### src/rtl/adat_encoder_if.sv
// Read port between the ADAT encoder and the M9K circular sample buffer.
// The encoder side issues the strobe and address; the RAM returns one bit a clock later.
interface adat_encoder_if #(
  parameter int CIRC_BUF_BITS = 3
);
  logic                     ram_read_en_o;
  logic [CIRC_BUF_BITS+7:0] ram_read_addr_o;
  logic                     ram_read_data_i;

  modport master (
    output ram_read_en_o,
    output ram_read_addr_o,
    input  ram_read_data_i
  );

  modport slave (
    input  ram_read_en_o,
    input  ram_read_addr_o,
    output ram_read_data_i
  );
endinterface

### src/rtl/adat_encoder.sv
// ADAT optical transmitter: fetches 8 x 24-bit samples bit-serially from the
// circular buffer and sends them as a 256-bit NRZI-coded ADAT frame.
//
// state      | meaning
// -----------+-----------------------------------------------------------
// StIdle     | line quiet, nrzi_o holds; waiting for enable_i at ph==3
// StSyncHead | frame bits 0..11: leading 1, ten-zero sync, trailing 1
// StUser     | frame bits 12..15: user bits, LSB first
// StSamples  | frame bits 16..255: nibbles of 1 lead bit + 4 data bits
module adat_encoder #(
  parameter int CIRC_BUF_BITS = 3
) (
  input  logic                     clk_x4_i,
  input  logic                     reset_ni,
  input  logic                     enable_i,
  input  logic [3:0]               user_bits_i,
  input  logic [CIRC_BUF_BITS-1:0] wr_frame_idx_i,
  adat_encoder_if.master           ram,
  output logic                     nrzi_o,
  output logic                     bit_tick_o,
  output logic                     frame_start_o,
  output logic                     underrun_o,
  output logic [CIRC_BUF_BITS-1:0] rd_frame_idx_o,
  output logic                     active_o
);

  typedef enum logic [1:0] {
    StIdle,
    StSyncHead,
    StUser,
    StSamples
  } state_t;

  state_t                   state;
  logic [1:0]               ph;
  logic [7:0]               b;
  logic [2:0]               nib;
  logic [2:0]               ch;
  logic [4:0]               bitc;
  logic                     live;
  logic [3:0]               user_q;
  logic                     data_q;
  logic                     nrzi;
  logic [CIRC_BUF_BITS-1:0] rd_frame;

  logic decide;
  logic silent_now;
  logic data_bit;
  logic line_bit;

  // The live/silent decision is taken once, in the ph==0 clock of frame bit 0.
  assign decide     = (state == StSyncHead) && (b == 8'd0) && (ph == 2'd0);
  assign silent_now = (rd_frame == wr_frame_idx_i);
  assign data_bit   = (state == StSamples) && (nib != 3'd0);

  // Value of the current frame bit before NRZI coding.
  always_comb begin
    line_bit = 1'b1;
    if (state == StSyncHead) begin
      line_bit = (b == 8'd0) || (b == 8'd11);
    end else if (state == StUser) begin
      line_bit = user_q[b[1:0]];
    end else if (data_bit) begin
      line_bit = live & data_q;
    end
  end

  assign ram.ram_read_en_o   = data_bit && live && (ph == 2'd0);
  assign ram.ram_read_addr_o = {rd_frame, ch, bitc};
  assign bit_tick_o          = (state != StIdle) && (ph == 2'd3);
  assign frame_start_o       = bit_tick_o && (state == StSyncHead) && (b == 8'd0);
  assign underrun_o          = decide && silent_now;
  assign active_o            = (state != StIdle);
  assign nrzi_o              = nrzi;
  assign rd_frame_idx_o      = rd_frame;

  // Free-running bit phase; keeps going in StIdle so frames always start on a bit boundary.
  always_ff @(posedge clk_x4_i or negedge reset_ni) begin
    if (!reset_ni) begin
      ph <= 2'd0;
    end else begin
      ph <= ph + 2'd1;
    end
  end

  // Frame sequencer: state, bit index, sample counters, line register and slot pointer.
  always_ff @(posedge clk_x4_i or negedge reset_ni) begin
    if (!reset_ni) begin
      state    <= StIdle;
      b        <= 8'd0;
      nib      <= 3'd0;
      ch       <= 3'd0;
      bitc     <= 5'd0;
      live     <= 1'b0;
      user_q   <= 4'd0;
      data_q   <= 1'b0;
      nrzi     <= 1'b0;
      rd_frame <= '0;
    end else begin
      if (decide) begin
        live   <= !silent_now;
        user_q <= user_bits_i;
      end
      if (ph == 2'd1) begin
        data_q <= ram.ram_read_data_i;
      end
      if (ph == 2'd3) begin
        if (state != StIdle) begin
          nrzi <= nrzi ^ line_bit;
        end
        // 192 data bits per frame bring ch/bitc back to 0 on their own.
        if (data_bit) begin
          if (bitc == 5'd23) begin
            bitc <= 5'd0;
            ch   <= ch + 3'd1;
          end else begin
            bitc <= bitc + 5'd1;
          end
        end
        case (state)
          StIdle: begin
            if (enable_i) begin
              state <= StSyncHead;
              b     <= 8'd0;
            end
          end
          StSyncHead: begin
            b <= b + 8'd1;
            if (b == 8'd11) state <= StUser;
          end
          StUser: begin
            b <= b + 8'd1;
            if (b == 8'd15) begin
              state <= StSamples;
              nib   <= 3'd0;
            end
          end
          StSamples: begin
            b   <= b + 8'd1;
            nib <= (nib == 3'd4) ? 3'd0 : nib + 3'd1;
            if (b == 8'd255) begin
              if (live) rd_frame <= rd_frame + 1'b1;
              state <= enable_i ? StSyncHead : StIdle;
            end
          end
          default: state <= StIdle;
        endcase
      end
    end
  end

endmodule

### src/flat_wrapper.sv
// flat-port wrapper written by rule: the top's interface ports become plain ports
module adat_encoder_flat 
#(
  parameter int CIRC_BUF_BITS = 3
)
  (clk_x4_i, reset_ni, enable_i, user_bits_i, wr_frame_idx_i, nrzi_o, bit_tick_o, frame_start_o, underrun_o, rd_frame_idx_o, active_o, ram_ram_read_en_o, ram_ram_read_addr_o, ram_ram_read_data_i);
  adat_encoder_if #(.CIRC_BUF_BITS(CIRC_BUF_BITS)) ram_i ();
  input  logic clk_x4_i;
  input  logic reset_ni;
  input  logic enable_i;
  input  logic [3:0] user_bits_i;
  input  logic [CIRC_BUF_BITS-1:0] wr_frame_idx_i;
  output logic nrzi_o;
  output logic bit_tick_o;
  output logic frame_start_o;
  output logic underrun_o;
  output logic [CIRC_BUF_BITS-1:0] rd_frame_idx_o;
  output logic active_o;
  output wire logic [$bits(ram_i.ram_read_en_o)-1:0] ram_ram_read_en_o;
  output wire logic [$bits(ram_i.ram_read_addr_o)-1:0] ram_ram_read_addr_o;
  input wire logic [$bits(ram_i.ram_read_data_i)-1:0] ram_ram_read_data_i;
  assign ram_ram_read_en_o = ram_i.ram_read_en_o;
  assign ram_ram_read_addr_o = ram_i.ram_read_addr_o;
  assign ram_i.ram_read_data_i = ram_ram_read_data_i;
  adat_encoder #(.CIRC_BUF_BITS(CIRC_BUF_BITS)) u_core (.clk_x4_i(clk_x4_i), .reset_ni(reset_ni), .enable_i(enable_i), .user_bits_i(user_bits_i), .wr_frame_idx_i(wr_frame_idx_i), .ram(ram_i), .nrzi_o(nrzi_o), .bit_tick_o(bit_tick_o), .frame_start_o(frame_start_o), .underrun_o(underrun_o), .rd_frame_idx_o(rd_frame_idx_o), .active_o(active_o));
endmodule
### config.mk
export PLATFORM = sky130hd
export DESIGN_NAME = adat_encoder_flat
export DESIGN_NICKNAME = d
export VERILOG_FILES = /design/src/rtl/adat_encoder_if.sv /design/src/rtl/adat_encoder.sv /design/src/flat_wrapper.sv
export SDC_FILE = /design/constraint.sdc
export NUM_CORES = 1
export LEC_CHECK = 0
export ABC_CLOCK_PERIOD_IN_PS = 1900
export CAP_MARGIN = 15
export CORE_UTILIZATION = 37
export CTS_CLUSTER_SIZE = 24
export DETAILED_ROUTE_END_ITERATION = 8
export PLACE_DENSITY = 0.63
export SLEW_MARGIN = 20
export SYNTH_ARGS = -nofsm -noshare
export SYNTH_HDL_FRONTEND = slang
export SYNTH_SLANG_ARGS = --single-unit
### constraint.sdc
create_clock -name clk_x4_i -period 1.9 [get_ports clk_x4_i]
set_clock_uncertainty 0.2 [all_clocks]
set_input_delay 0.19 -clock clk_x4_i [delete_from_list [all_inputs] [get_ports clk_x4_i]]
set_output_delay 0.19 -clock clk_x4_i [all_outputs]
set_load 0.05 [all_outputs]
==> impl_results.md <==
* # nets final at 282
* Core box area at 4880 sq um
* Status: complete, but fails checks
* Net Count, Synth at 206
* Drt wl/cell at 14.2 um
* Max-Cap Viols at 0
* Fraction of layout cells with a size suffix above 1 at 47.5%
* Antenna violations before repair at 0
* CTS tree: yes
* PD cells at 419 nW/um^2
* Row count at 25
* Clock Path Buffers at 2
* Vias at 1636
* Fin Hold WS at 107 ps
* Crit-path max cell delay at 590 ps
* Pleak at 0.00136 uW
* # port buffers at 30
* Post-DP HPWL at 3090 um
* H-tree Lvls at 2
* Slew HR at 66.3%
* Root buffer cell: clkbuf_8
* RSZ-0062 raised after global routing: true
* Io pins at 31
* Syn_area_per_cell at 10.8 sq um
* Final Max Tran Viols at 0
* Flops & latches, synth at 33
* CP Buf/Inv Count at 1
* Endpoints failing hold at 0
* Die Ht at 74.4 um
* Num CTS Buffers at 5
* Most frequent cells in the layout: 44 x buf_4, 33 x dfrtp_1, 14 x buf_6, 12 x inv_1
* Path depth of the worst reg2reg path at 8
* # setup viols final at 19
* Fmax at 446 MHz
* Worst reg2reg path endpoint: u_core.state[1]
* HP Class: primary input to async pin
* CP Launch Type: flip-flop
* RePlAce Congestion at 0.792
* GRT overflow at 0
* Fill cells at 416
* Clock slew at reported path FFs at 70 ps
* Mapped Cells at 180
* 1st-iter DRT viols at 49
* DRC at 0
* Pre-Repair DR Iteration Count at 4
* Syn-to-layout area delta at 56.3%
* Worst slew pin tran at 504 ps
* Post-place setup slack at -153 ps
* All-Layer GR Usage at 18.3%
* Die Span X at 74.4 um
* Synthesized area at 1940 sq um
* Initial core utilization at 39.7%
* Total power draw at 1270 uW
* Vias in the first global route at 1642
* Req. time, crit path at 1510 ps
* Setup CP Type: flip-flop to output pin
* Commonest non-fill, non-tap cell in the layout: buf_4
* Worst r2r src: u_core.state[0]
* Die footprint at 5530 sq um
* Register area share after synthesis at 42.6%
* Antenna fix cells at 0
* Crit path cell chain: or4_4, nor4_4, and4_4, buf_12
* Dominant synthesized flop cell: dfrtp_1
* First-pass GRT wire length at 7620 um
* Failing checks: negative setup slack
* Flop2flop setup slack at -260 ps
* CP max FO at 3
* Synth warn at 0
* Drt total wl at 4610 um
* EDFF count, synth at 0
* Unique masters post-synth at 46
* Antenna viol nets, final at 0
* Crit path DAT at 1850 ps
* Largest delay share family, worst path: simple AND/OR/NAND/NOR gates
* Synth async-reset ratio at 100%
* Tcrit/Tclk final at 118%
* Largest net degree at the start of global routing at 34
* Worst path slowest cell: or4_4
* Worst skew pair latency at 290 ps
* Final min period at 2240 ps
* Fin worst setup slack at -341 ps
* Clk sinks at 33
* CP Capture Type: output pin
* Via/cell ratio at 5.05
* Peak VDD IR at 0.435 mV
[Yosys cell counts, types with 3 or more instances]
library cell,number,share of area (%)
mux2_2,12,7.0
nand4_1,3,0.97
xnor2_1,8,3.6
nand3b_1,3,1.2
inv_1,16,3.1
o21ai_0,10,2.6
ha_1,15,9.7
dfrtp_1,33,43
nand2_1,13,2.5
a211oi_1,3,1.2
buf_4,3,1.2
a21oi_1,5,1.3
mux2i_1,4,2.1
nand3_1,7,1.8
nor2_1,7,1.4
[worst register-to-register path, cell delays in order, from the launching register on]
cell and delay [ps]:
dfrtp_1 410, buf_6 120, buf_6 100, inv_4 40, ha_4 140, mux2_4 280, o32ai_4 310, nand3_2 150
mux2_4 310
[how the worst max path moves through the flow]
stage | startpoint | to | slack, ps | cells past startpoint
finish | u_core.b[7] | underrun_o | -340 | 4
global route | u_core.b[0] | underrun_o | -420 | 6
CTS | u_core.b[7] | underrun_o | -340 | 4
detailed placement | u_core.b[5] | u_core.user_q[1] | -150 | 4
global placement | u_core.b[5] | u_core.user_q[3] | -130 | 4
floorplan | u_core.b[5] | underrun_o | -240 | 3
[repair_timing]
action	in CTS	in global routing
resized for setup	22	44
buffers inserted	12	10
hold buffers	0	0
endpoints found under the setup margin	19	29
pin swaps	10	11
[report_power, final]
| part | internal [uW] | switching (uW) |
|---|---|---|
| registers | 703 | 0.678 |
| clock network | 254 | 265 |
| logic | 23.5 | 22.5 |
| total | 981 | 288 |
[cells by family (layout without fill, tap and decap cells)]
family / count (synthesis) / after routing / synth area share, %
flip-flops: 33 / 33 / 42.6
adder cells (fa/ha/maj): 15 / 15 / 9.69
AND/OR/NAND/NOR: 50 / 50 / 15.0
AO/OA/AOI/OAI: 33 / 33 / 12.8
XOR/XNOR: 9 / 9 / 4.07
buffers and inverters: 22 / 99 / 4.84
multiplexers: 18 / 18 / 11.0
[registers in the layout (all words and copies together), names as in the netlist]
name / flops
u_core.rd_frame_idx_o: 3
u_core.ph: 2
u_core.nib: 3
u_core.live: 1
u_core.b: 8
u_core.data_q: 1
u_core.nrzi_o: 1
u_core.bitc: 5
u_core.user_q: 4
u_core.state: 2
u_core.ch: 3
[layer usage]
metal | track usage [%] | vias to the layer above | part of all wire, %
li1 | - | 798 | -
met1 | 22.7 | 799 | 45
met2 | 31.1 | 31 | 50
met3 | 3.93 | 8 | 3.6
met4 | 7.34 | 0 | 1.5
met5 | 0 | - | 0
[per-stage QoR]
stage	area, sq um	std cells	setup TNS (ps)	util, %
final	3030	324	-2670	62.1
after global routing	3030	324	-4530	62.1
after CTS	2790	315	-1870	57.1
after detailed placement	2530	296	-1060	51.9
after global placement	2530	296	-881	51.9
after floorplan	1980	180	-1240	-
[area by class of cell]
cell class / instances / area [sq um] / area share [%]
timing repair buffer: 75 / 711 / 23.5
sequential: 33 / 826 / 27.3
clock inverter: 2 / 10.0 / 0.331
tap: 67 / 83.8 / 2.77
clock buffer: 6 / 72.6 / 2.40
multi-input combinational: 125 / 1260 / 41.5
inverter: 16 / 67.6 / 2.23
Power figures use the tool's default switching activity.
